`config.mk`:
```
export PLATFORM = sky130hd
export DESIGN_NAME = row_source_scheduler
export DESIGN_NICKNAME = d
export VERILOG_FILES = /design/src/rtl/display_pkg.sv /design/src/rtl/row_source_scheduler_rotate_ticker.sv /design/src/rtl/row_source_scheduler.sv
export SDC_FILE = /design/constraint.sdc
export NUM_CORES = 1
export LEC_CHECK = 0
export ABC_AREA = 1
export CAP_MARGIN = 20
export CORE_MARGIN = 2
export CORE_UTILIZATION = 40
export CTS_BUF_LIST = sky130_fd_sc_hd__clkbuf_4 sky130_fd_sc_hd__clkbuf_8
export DETAILED_ROUTE_END_ITERATION = 12
export PLACE_DENSITY = 0.65
export SYNTH_ARGS = -nofsm -noshare
export SYNTH_HDL_FRONTEND = slang
export SYNTH_SLANG_ARGS = --single-unit
```
`constraint.sdc`:
```
create_clock -name clk -period 1.5 [get_ports clk]
set_input_delay 0.45 -clock clk [delete_from_list [all_inputs] [get_ports clk]]
set_output_delay 0.45 -clock clk [all_outputs]
set_load 0.05 [all_outputs]
```
`src/rtl/display_pkg.sv`:
```
// Shared types and constants for the display row-source path.
package display_pkg;

    typedef logic [1:0] src_t;
    typedef logic [1:0] row_t;

    typedef enum logic [1:0] {
        S_IDLE,
        S_ESC,
        S_ROW,
        S_ARG
    } parse_state_t;

    localparam src_t SRC_UART     = 2'd0;
    localparam src_t SRC_BIN      = 2'd1;
    localparam src_t SRC_HEXDEC   = 2'd2;
    localparam src_t SRC_PROGRESS = 2'd3;

    localparam src_t [3:0] MAP_DEFAULT =
        {SRC_PROGRESS, SRC_HEXDEC, SRC_BIN, SRC_UART};

    localparam logic [7:0] ESC_BYTE = 8'h1B;
    localparam logic [7:0] CMD_M    = 8'h4D;
    localparam logic [7:0] CMD_A    = 8'h41;
    localparam logic [7:0] CMD_Z    = 8'h5A;
    localparam logic [7:0] CH_LF    = 8'h0A;
    localparam logic [7:0] CH_CR    = 8'h0D;

    function automatic logic is_printable(input logic [7:0] b);
        return (b >= 8'h20) && (b <= 8'h7E);
    endfunction

    // ASCII '0'..'3' share the upper six bits 0011_00.
    function automatic logic is_digit03(input logic [7:0] b);
        return b[7:2] == 6'b001100;
    endfunction

endpackage

```
`src/rtl/row_source_scheduler_rotate_ticker.sv`:
```
// Enable-gated period counter with a one-cycle terminal pulse.
module rotate_ticker #(
    parameter int TICKS = 27000000
) (
    input  logic clk,
    input  logic rst_n,
    input  logic en_i,
    input  logic restart_i,
    output logic tc_o
);

    localparam int W = $clog2(TICKS);
    localparam logic [W-1:0] LAST = W'(TICKS - 1);

    logic [W-1:0] cnt_q;

    assign tc_o = en_i && (cnt_q == LAST);

    always_ff @(posedge clk or negedge rst_n) begin
        if (!rst_n) begin
            cnt_q <= '0;
        end else if (!en_i || restart_i || tc_o) begin
            cnt_q <= '0;
        end else begin
            cnt_q <= cnt_q + W'(1);
        end
    end

endmodule

```
`src/rtl/row_source_scheduler.sv`:
```
// UART command parser and per-row source map with optional auto-rotation.
module row_source_scheduler
    import display_pkg::*;
#(
    parameter int ROTATE_TICKS = 27000000,
    parameter int COLS         = 16
) (
    input  logic       clk,
    input  logic       rst_n,
    input  logic       byte_ready,
    input  logic [7:0] byte_data,
    input  logic [1:0] row_number,
    output logic [1:0] src_sel,
    output logic       pixel_mode,
    output logic       text_wr_en,
    output logic [3:0] text_wr_col,
    output logic [7:0] text_wr_data,
    output logic       text_clear,
    output logic       rotate_en,
    output logic       cmd_error
);

    localparam logic [3:0] LAST_COL = 4'(COLS - 1);

    parse_state_t state_q;
    src_t [3:0]   map_q;
    row_t         tgt_q;
    logic [3:0]   col_q;
    logic         tc;
    logic         map_wr;
    logic         cmd_z;
    logic         cmd_a;

    assign map_wr = byte_ready && (state_q == S_ARG)
                    && is_digit03(byte_data);
    assign cmd_z  = byte_ready && (state_q == S_ESC)
                    && (byte_data == CMD_Z);
    assign cmd_a  = byte_ready && (state_q == S_ESC)
                    && (byte_data == CMD_A);

    // A direct write or reset-to-default owns the tick it lands on.
    rotate_ticker #(
        .TICKS(ROTATE_TICKS)
    ) u_ticker (
        .clk       (clk),
        .rst_n     (rst_n),
        .en_i      (rotate_en),
        .restart_i (map_wr | cmd_z | cmd_a),
        .tc_o      (tc)
    );

    always_ff @(posedge clk or negedge rst_n) begin
        if (!rst_n) begin
            state_q      <= S_IDLE;
            map_q        <= MAP_DEFAULT;
            tgt_q        <= '0;
            col_q        <= '0;
            rotate_en    <= 1'b0;
            src_sel      <= '0;
            pixel_mode   <= 1'b0;
            text_wr_en   <= 1'b0;
            text_wr_col  <= '0;
            text_wr_data <= '0;
            text_clear   <= 1'b0;
            cmd_error    <= 1'b0;
        end else begin
            text_wr_en <= 1'b0;
            text_clear <= 1'b0;
            cmd_error  <= 1'b0;
            src_sel    <= map_q[row_number];
            pixel_mode <= (map_q[row_number] == SRC_PROGRESS);

            if (tc && !map_wr && !cmd_z) begin
                map_q <= {map_q[0], map_q[3:1]};
            end

            if (byte_ready) begin
                unique case (state_q)
                    S_IDLE: begin
                        unique case (1'b1)
                            (byte_data == ESC_BYTE): begin
                                state_q <= S_ESC;
                            end
                            (byte_data == CH_LF),
                            (byte_data == CH_CR): begin
                                text_clear <= 1'b1;
                                col_q      <= '0;
                            end
                            is_printable(byte_data): begin
                                text_wr_en   <= 1'b1;
                                text_wr_col  <= col_q;
                                text_wr_data <= byte_data;
                                col_q <= (col_q == LAST_COL) ?
                                         4'd0 : col_q + 4'd1;
                            end
                            default: ;
                        endcase
                    end
                    S_ESC: begin
                        state_q <= S_IDLE;
                        unique case (byte_data)
                            CMD_M: state_q <= S_ROW;
                            CMD_A: rotate_en <= !rotate_en;
                            CMD_Z: begin
                                map_q     <= MAP_DEFAULT;
                                rotate_en <= 1'b0;
                            end
                            default: cmd_error <= 1'b1;
                        endcase
                    end
                    S_ROW: begin
                        if (is_digit03(byte_data)) begin
                            tgt_q   <= byte_data[1:0];
                            state_q <= S_ARG;
                        end else begin
                            cmd_error <= 1'b1;
                            state_q   <= S_IDLE;
                        end
                    end
                    S_ARG: begin
                        state_q <= S_IDLE;
                        if (is_digit03(byte_data)) begin
                            map_q[tgt_q] <= byte_data[1:0];
                        end else begin
                            cmd_error <= 1'b1;
                        end
                    end
                    default: state_q <= S_IDLE;
                endcase
            end
        end
    end

endmodule
```
==> results of run 1 <==
-- how the worst max path moves through the flow --
stage,from,to,slack [ns],cells past startpoint
global placement,byte_data[6],u_ticker.cnt_q[17],-0.53,9
finish,u_ticker.cnt_q[0],map_q[3],0.03,9
floorplan,u_ticker.cnt_q[0],u_ticker.cnt_q[18],0.001,7
CTS,rotate_en,map_q[3],0.01,9
detailed placement,byte_data[3],col_q[3],-0.59,9
global route,byte_data[2],map_q[2],-0.09,11
-- worst max-delay path, cell delays in order, from the launching register on --
cell     delay [ns]
dfrtp_1        0.40
ha_4           0.17
nand3_4        0.10
inv_4          0.09
nand3_4        0.10
nor2_8         0.16
buf_6          0.16
nand3_2        0.08
nand3_2        0.06
nand2_1        0.05
-- logic make-up (layout without fill, tap and decap cells) --
group,after synthesis,after routing,synth area share [%]
AND/OR/NAND/NOR,253,253,33.3
buffers and inverters,61,169,7.58
flip-flops,60,60,46.1
AO/OA/AOI/OAI,38,38,6.05
XOR/XNOR,23,23,6.17
adder cells (fa/ha/maj),2,2,0.766
-- layer usage --
metal  routed length [µm]  up-vias
met5                    0        -
met4                  192        0
met3                  315       20
met2                 4020       67
met1                 3580     1490
li1                     -     1579
-- cells in the mapped netlist (all sizes together) --
cell    count  area (µm²)
o21ai      28         140
ha          2        25.0
xor2       14         123
buf         5        37.5
xnor2       9        78.8
dfrtp      56        1400
o211ai      1        7.51
nand3b      1        7.51
dfstp       4         105
nor2       77         308
nor3       11        55.1
a21oi       8        40.0
and3        1        6.26
nand2     118         455
inv        56         210
nand3      36         200
or2         1        6.26
nand4       8        50.1
a32o        1        10.0
-- cell type report --
class	count	area (µm²)	area share [%]
inverter	56	213	4.45
multi-input combinational	316	1710	35.8
timing repair buffer	97	990	20.7
clock buffer	9	124	2.59
sequential	60	1510	31.6
tap	102	128	2.67
clock inverter	7	100	2.10
-- timing repair --
| action | CTS | global route |
|---|---|---|
| pin swaps | 3 | 17 |
| cloned | 0 | 1 |
| resized for setup | 29 | 41 |
| endpoints found under the setup margin | 57 | 50 |
| buffers inserted | 1 | 5 |
-- registers in the layout (all words and copies together) (netlist names) --
register        cells
text_wr_en          1
map_q               8
text_clear          1
tgt_q               2
rotate_en           1
u_ticker.cnt_q     25
state_q             2
text_wr_data        8
text_wr_col         4
pixel_mode          1
src_sel             2
col_q               4
cmd_error           1
-- report_power, final --
part           internal [mW]  switching, mW
logic                  0.861           1.04
clock network          0.945          0.694
registers               1.84          0.240
total                   3.65           1.97
==> results.md, run 1 <==
* Worst Hold Class: input pin to asynchronous set/reset pin
* Longest Clk Path Bufs at 2
* Final Critical Period at 1.47 ns
* Warnings from Yosys at 0
* Met3 Track Usage GR at 4.07%
* Vias post-DR at 3156
* Final HPWL DP at 5.81 mm
* CP Capture Type: register
* Row count at 32
* FF-to-FF path depth at 9
* Register area share after synthesis at 46.1%
* H-tree Lvls at 3
* Antenna cell count at 0
* Hold Fails Final Rpt at 0
* Synth Instances at 437
* Fillers at 680
* Overall Power at 5.62 mW
* WL/cell at 12.5 µm
* Gr ovfl total at 0
* GPL Wtd Cong at 0.909
* WHS at 0.108 ns
* IO Count at 32
* Chip height at 94.4 µm
* Kind of critical path: register to register
* Routing usage on met1 at 24.3%
* Vias/cell at 4.88
* Final WS setup at 0.0303 ns
* Final setup fails at 0
* Required time worst endpoint at 1.74 ns
* 1st-iter DRT viols at 138
* Post-route ant nets at 0
* Root buf cell: clkbuf_8
* Wire length of the first global-routing pass at 13.8 mm
* Setup Slack @ Placement at -0.592 ns
* Clock Latency Late Sink at 0.34 ns
* RR Startpoint: u_ticker.cnt_q[0]
* Critical path fanouts, max at 8
* Post-route cell area at 4780 µm²
* Initial antenna violation count at 0
* Clk sink count at 60
* Placed Instances at 625
* CTS Buf Count at 9
* P_leak at 2.19 nW
* CTS tree: yes
* RSZ-0062 raised after global routing: yes
* Dpl cell area at 4340 µm²
* FF-to-FF setup slack at 0.03 ns
* Syn nets at 452
* Final cycle utilization of the critical path at 98.0%
* Clock transition at path regs at 0.07 ns
* Vias in the first global route at 3124
* Commonest non-fill, non-tap cells in the layout: nand2_1, buf_4, nor2_1, dfrtp_1, inv_1
* # hold bufs at CTS at 0
* Overall routing resource usage at 19.7%
* Max Clock Skew at 0.00778 ns
* Core area at 7810 µm²
* Post-layout util at 61.2%
* Share of cells above drive strength 1 at 30.6%
* Rel. slew slack at 78.4%
* Synth unique cells at 26
* Final WL at 8.11 mm
* Slew @ Worst Pin at 0.324 ns
* P per Cell Area at 1180 nW/µm²
* Max-cap violations at 0
* Area delta synth->final at 46.2%
* Die ar. at 8910 µm²
* Outcome: complete, no violations
* Final Max Slew Viols at 0
* Worst r2r dst: map_q[3]
* Fmax at 0.680 GHz
* PortBufs at 31
* Largest net degree at the start of global routing at 61
* Worst EP arrival at 1.71 ns
* Fin cells at 647
* Avg Inst Size Synth at 7.48 µm²
* Yosys reg bits at 60
* Commonest non-fill, non-tap cell in the layout: nand2_1
* Maximum vdd drop at 0.00117 V
* Startpoint types: register
* Initial core utilization at 41.8%
* Number of detailed-routing iterations run before antenna repair at 4
* Sum Neg Setup Slack at 0 ns
* Layout Nets at 555
* Die width at 94.4 µm
* Gr busiest metal: met2
* DRC Markers at 0
* Synthesized area at 3270 µm²
* M2 GR Usage at 33.3%
Note: power is estimated with default switching activity, not from simulation.
==> run 2, diff against run 1 <==
--- a/config.mk
+++ b/config.mk
@@ -12,6 +12,7 @@
 export CTS_BUF_LIST = sky130_fd_sc_hd__clkbuf_4 sky130_fd_sc_hd__clkbuf_8
 export DETAILED_ROUTE_END_ITERATION = 12
 export PLACE_DENSITY = 0.65
+export SKIP_CTS_REPAIR_TIMING = 1
 export SYNTH_ARGS = -nofsm -noshare
 export SYNTH_HDL_FRONTEND = slang
 export SYNTH_SLANG_ARGS = --single-unit
==> results.md, run 2 (synthesis gave the netlist of run 1 again) <==
* Commonest non-fill, non-tap cell in the layout: nand2_1 (unchanged)
* Number of detailed-routing iterations run before antenna repair at 5 (was 4)
* DRC Markers at 0 (unchanged)
* Final HPWL DP at 5.81 mm (unchanged)
* Vias post-DR at 3212 (was 3156)
* 1st-iter DRT viols at 156 (was 138)
* PortBufs at 31 (unchanged)
* Vias/cell at 4.95 (was 4.88)
* Reg power frac at 36.8% (was 37.1%)
* DR top layer: met4 (unchanged)
* Die ar. at 8910 µm² (unchanged)
* Root buf cell: clkbuf_8 (unchanged)
* H-tree Lvls at 3 (unchanged)
* Clock network fraction of design power at 28.9% (was 29.2%)
* Max reg flops at 25 (unchanged)
* IO Count at 32 (unchanged)
* Overall routing resource usage at 19.5% (was 19.7%)
* WL/cell at 13.4 µm (was 12.5 µm)
* Max-cap violations at 0 (unchanged)
* Vias in the first global route at 3086 (was 3124)
* Fin cells at 649 (was 647)
* Wl on met1 at 3.82 mm (was 3.58 mm)
* Commonest non-fill, non-tap cells in the layout: nand2_1, nor2_1, buf_4, dfrtp_1, inv_1 (was nand2_1, buf_4, nor2_1, dfrtp_1, inv_1)
* Share of cells above drive strength 1 at 32.2% (was 30.6%)
* Final Critical Period at 1.58 ns (was 1.47 ns)
* Layout Nets at 557 (was 555)
* Wire length of the first global-routing pass at 13.6 mm (was 13.8 mm)
* Final cycle utilization of the critical path at 105% (was 98.0%)
* CTS tree: yes (unchanged)
* Antenna cell count at 0 (unchanged)
* Switching part of the total power at 35.3% (was 35.1%)
* Clk sink count at 60 (unchanged)
* Slew @ Worst Pin at 0.329 ns (was 0.324 ns)
* Reg area at 1510 µm² (unchanged)
* Post-route ant nets at 0 (unchanged)
* GPL Wtd Cong at 0.909 (unchanged)
* Initial antenna violation count at 0 (unchanged)
* Top reg by flops: u_ticker.cnt_q (unchanged)
* Fillers at 648 (was 680)
* Outcome: complete, but fails checks (was complete, no violations)
* Largest net degree at the start of global routing at 61 (unchanged)
* Worst Hold Class: input pin to asynchronous set/reset pin (unchanged)
* Critical path fanouts, max at 8 (unchanged)
* P_leak at 2.29 nW (was 2.19 nW)
* Top Registers: u_ticker.cnt_q: 25 flops, map_q: 8 flops, text_wr_data: 8 flops (unchanged)
* Clock transition at path regs at 0.08 ns (was 0.07 ns)
* Required time worst endpoint at 1.77 ns (was 1.74 ns)
* Net Switching at 2.01 mW (was 1.97 mW)
* Area delta synth->final at 50.7% (was 46.2%)
* Comb pwr share at 34.3% (was 33.8%)
* Row count at 32 (unchanged)
* Chip height at 94.4 µm (unchanged)
* P per Cell Area at 1160 nW/µm² (was 1180 nW/µm²)
* Maximum vdd drop at 0.00118 V (was 0.00117 V)
* Max Clock Skew at 0.0106 ns (was 0.00778 ns)
* Startpoint types: register (unchanged)
* Clock Latency Late Sink at 0.35 ns (was 0.34 ns)
* Wire length on met2 at 4.29 mm (was 4.02 mm)
* CP Capture Type: register (unchanged)
* Core area at 7810 µm² (unchanged)
* Final Max Slew Viols at 0 (unchanged)
* CTS Buf Count at 9 (unchanged)
* Final setup fails at 2 (was 0)
* Longest Clk Path Bufs at 2 (unchanged)
* Final WS setup at -0.0799 ns (was 0.0303 ns)
* Final WL at 8.72 mm (was 8.11 mm)
* Gr ovfl total at 0 (unchanged)
* Die width at 94.4 µm (unchanged)
* Rel. slew slack at 78.1% (was 78.4%)
* Wire length on met3 at 409 µm (was 315 µm)
* Int Power at 3.68 mW (was 3.65 mW)
* Placed Instances at 625 (unchanged)
* Initial core utilization at 41.8% (unchanged)
* Sum Neg Setup Slack at -0.122 ns (was 0 ns)
* Area occupied by multi-input gates at 1800 µm² (was 1710 µm²)
* Worst EP arrival at 1.85 ns (was 1.71 ns)
* Kind of critical path: register to register (unchanged)
* Hold Fails Final Rpt at 0 (unchanged)
* Violated checks: negative setup slack
* RSZ-0062 raised after global routing: yes (unchanged)
* Fmax at 0.633 GHz (was 0.680 GHz)
## run 2: cell count changes in the layout (fill, tap and decap cells not counted), sizes merged
cell,previous run,this run
dlygate4sd2,6,0
clkbuf,12,10
dlymetal6s2s,0,8
nand2,118,120
## run 2: cell type report
cell class	instances	area share [%]
clock buffer	9	2.52
clock inverter	7	2.03
inverter	56	4.37
multi-input combinational	318	36.5
sequential	60	30.7
tap	102	2.59
timing repair buffer	97	21.3
## run 2: final timing paths
kind	end	slack, ns	cells past startpoint	start
setup / recovery	map_q[6]	-0.08	9	u_ticker.cnt_q[1]
hold / removal	u_ticker.cnt_q[12]	0.1	2	rst_n
setup reg to reg	map_q[6]	-0.08	9	u_ticker.cnt_q[1]
hold reg to reg	text_wr_data[7]	0.54	2	text_wr_data[7]
max in group asynchronous	map_q[6]	1.09	2	rst_n
min in group clk	text_clear	0.48	3	byte_ready
## run 2: power groups by stage
stage / logic, mW / clock network [mW] / registers [mW]
finish: 1.95 / 1.64 / 2.09
floorplan: 0.373 / 0 / 2.56
detailed placement: 1.86 / 0 / 2.10
global route: 2.08 / 1.76 / 2.12
CTS: 1.86 / 1.68 / 2.08
global placement: 1.84 / 0 / 2.10
## run 2: stage by stage
stage	hold slack, ns	utilization, %	power, mW	setup slack (ns)	instance area, µm²
after floorplan	0.154	-	2.93	0.00121	3290
after global placement	0.483	55.5	3.94	-0.535	4340
after detailed placement	0.489	55.5	3.96	-0.592	4340
after CTS	0.112	58.4	5.62	-0.237	4560
after global routing	0.118	63.0	5.96	-0.158	4920
final	0.0957	63.0	5.69	-0.0799	4920
## run 2: per-layer routing
metal,global-route usage [%],vias up
met5,0,-
li1,-,1597
met4,8.45,0
met3,3.99,19
met1,24.3,1500
met2,32.8,96
## run 2: worst max-delay path, cell delays in order, from the launching register on
cell and delay (ns):
dfrtp_1 0.40, ha_4 0.17, nand3_4 0.10, inv_4 0.09
nand3_4 0.10, nor2_8 0.17, buf_6 0.16, nand3_1 0.11
nand3_1 0.13, nand2_1 0.08
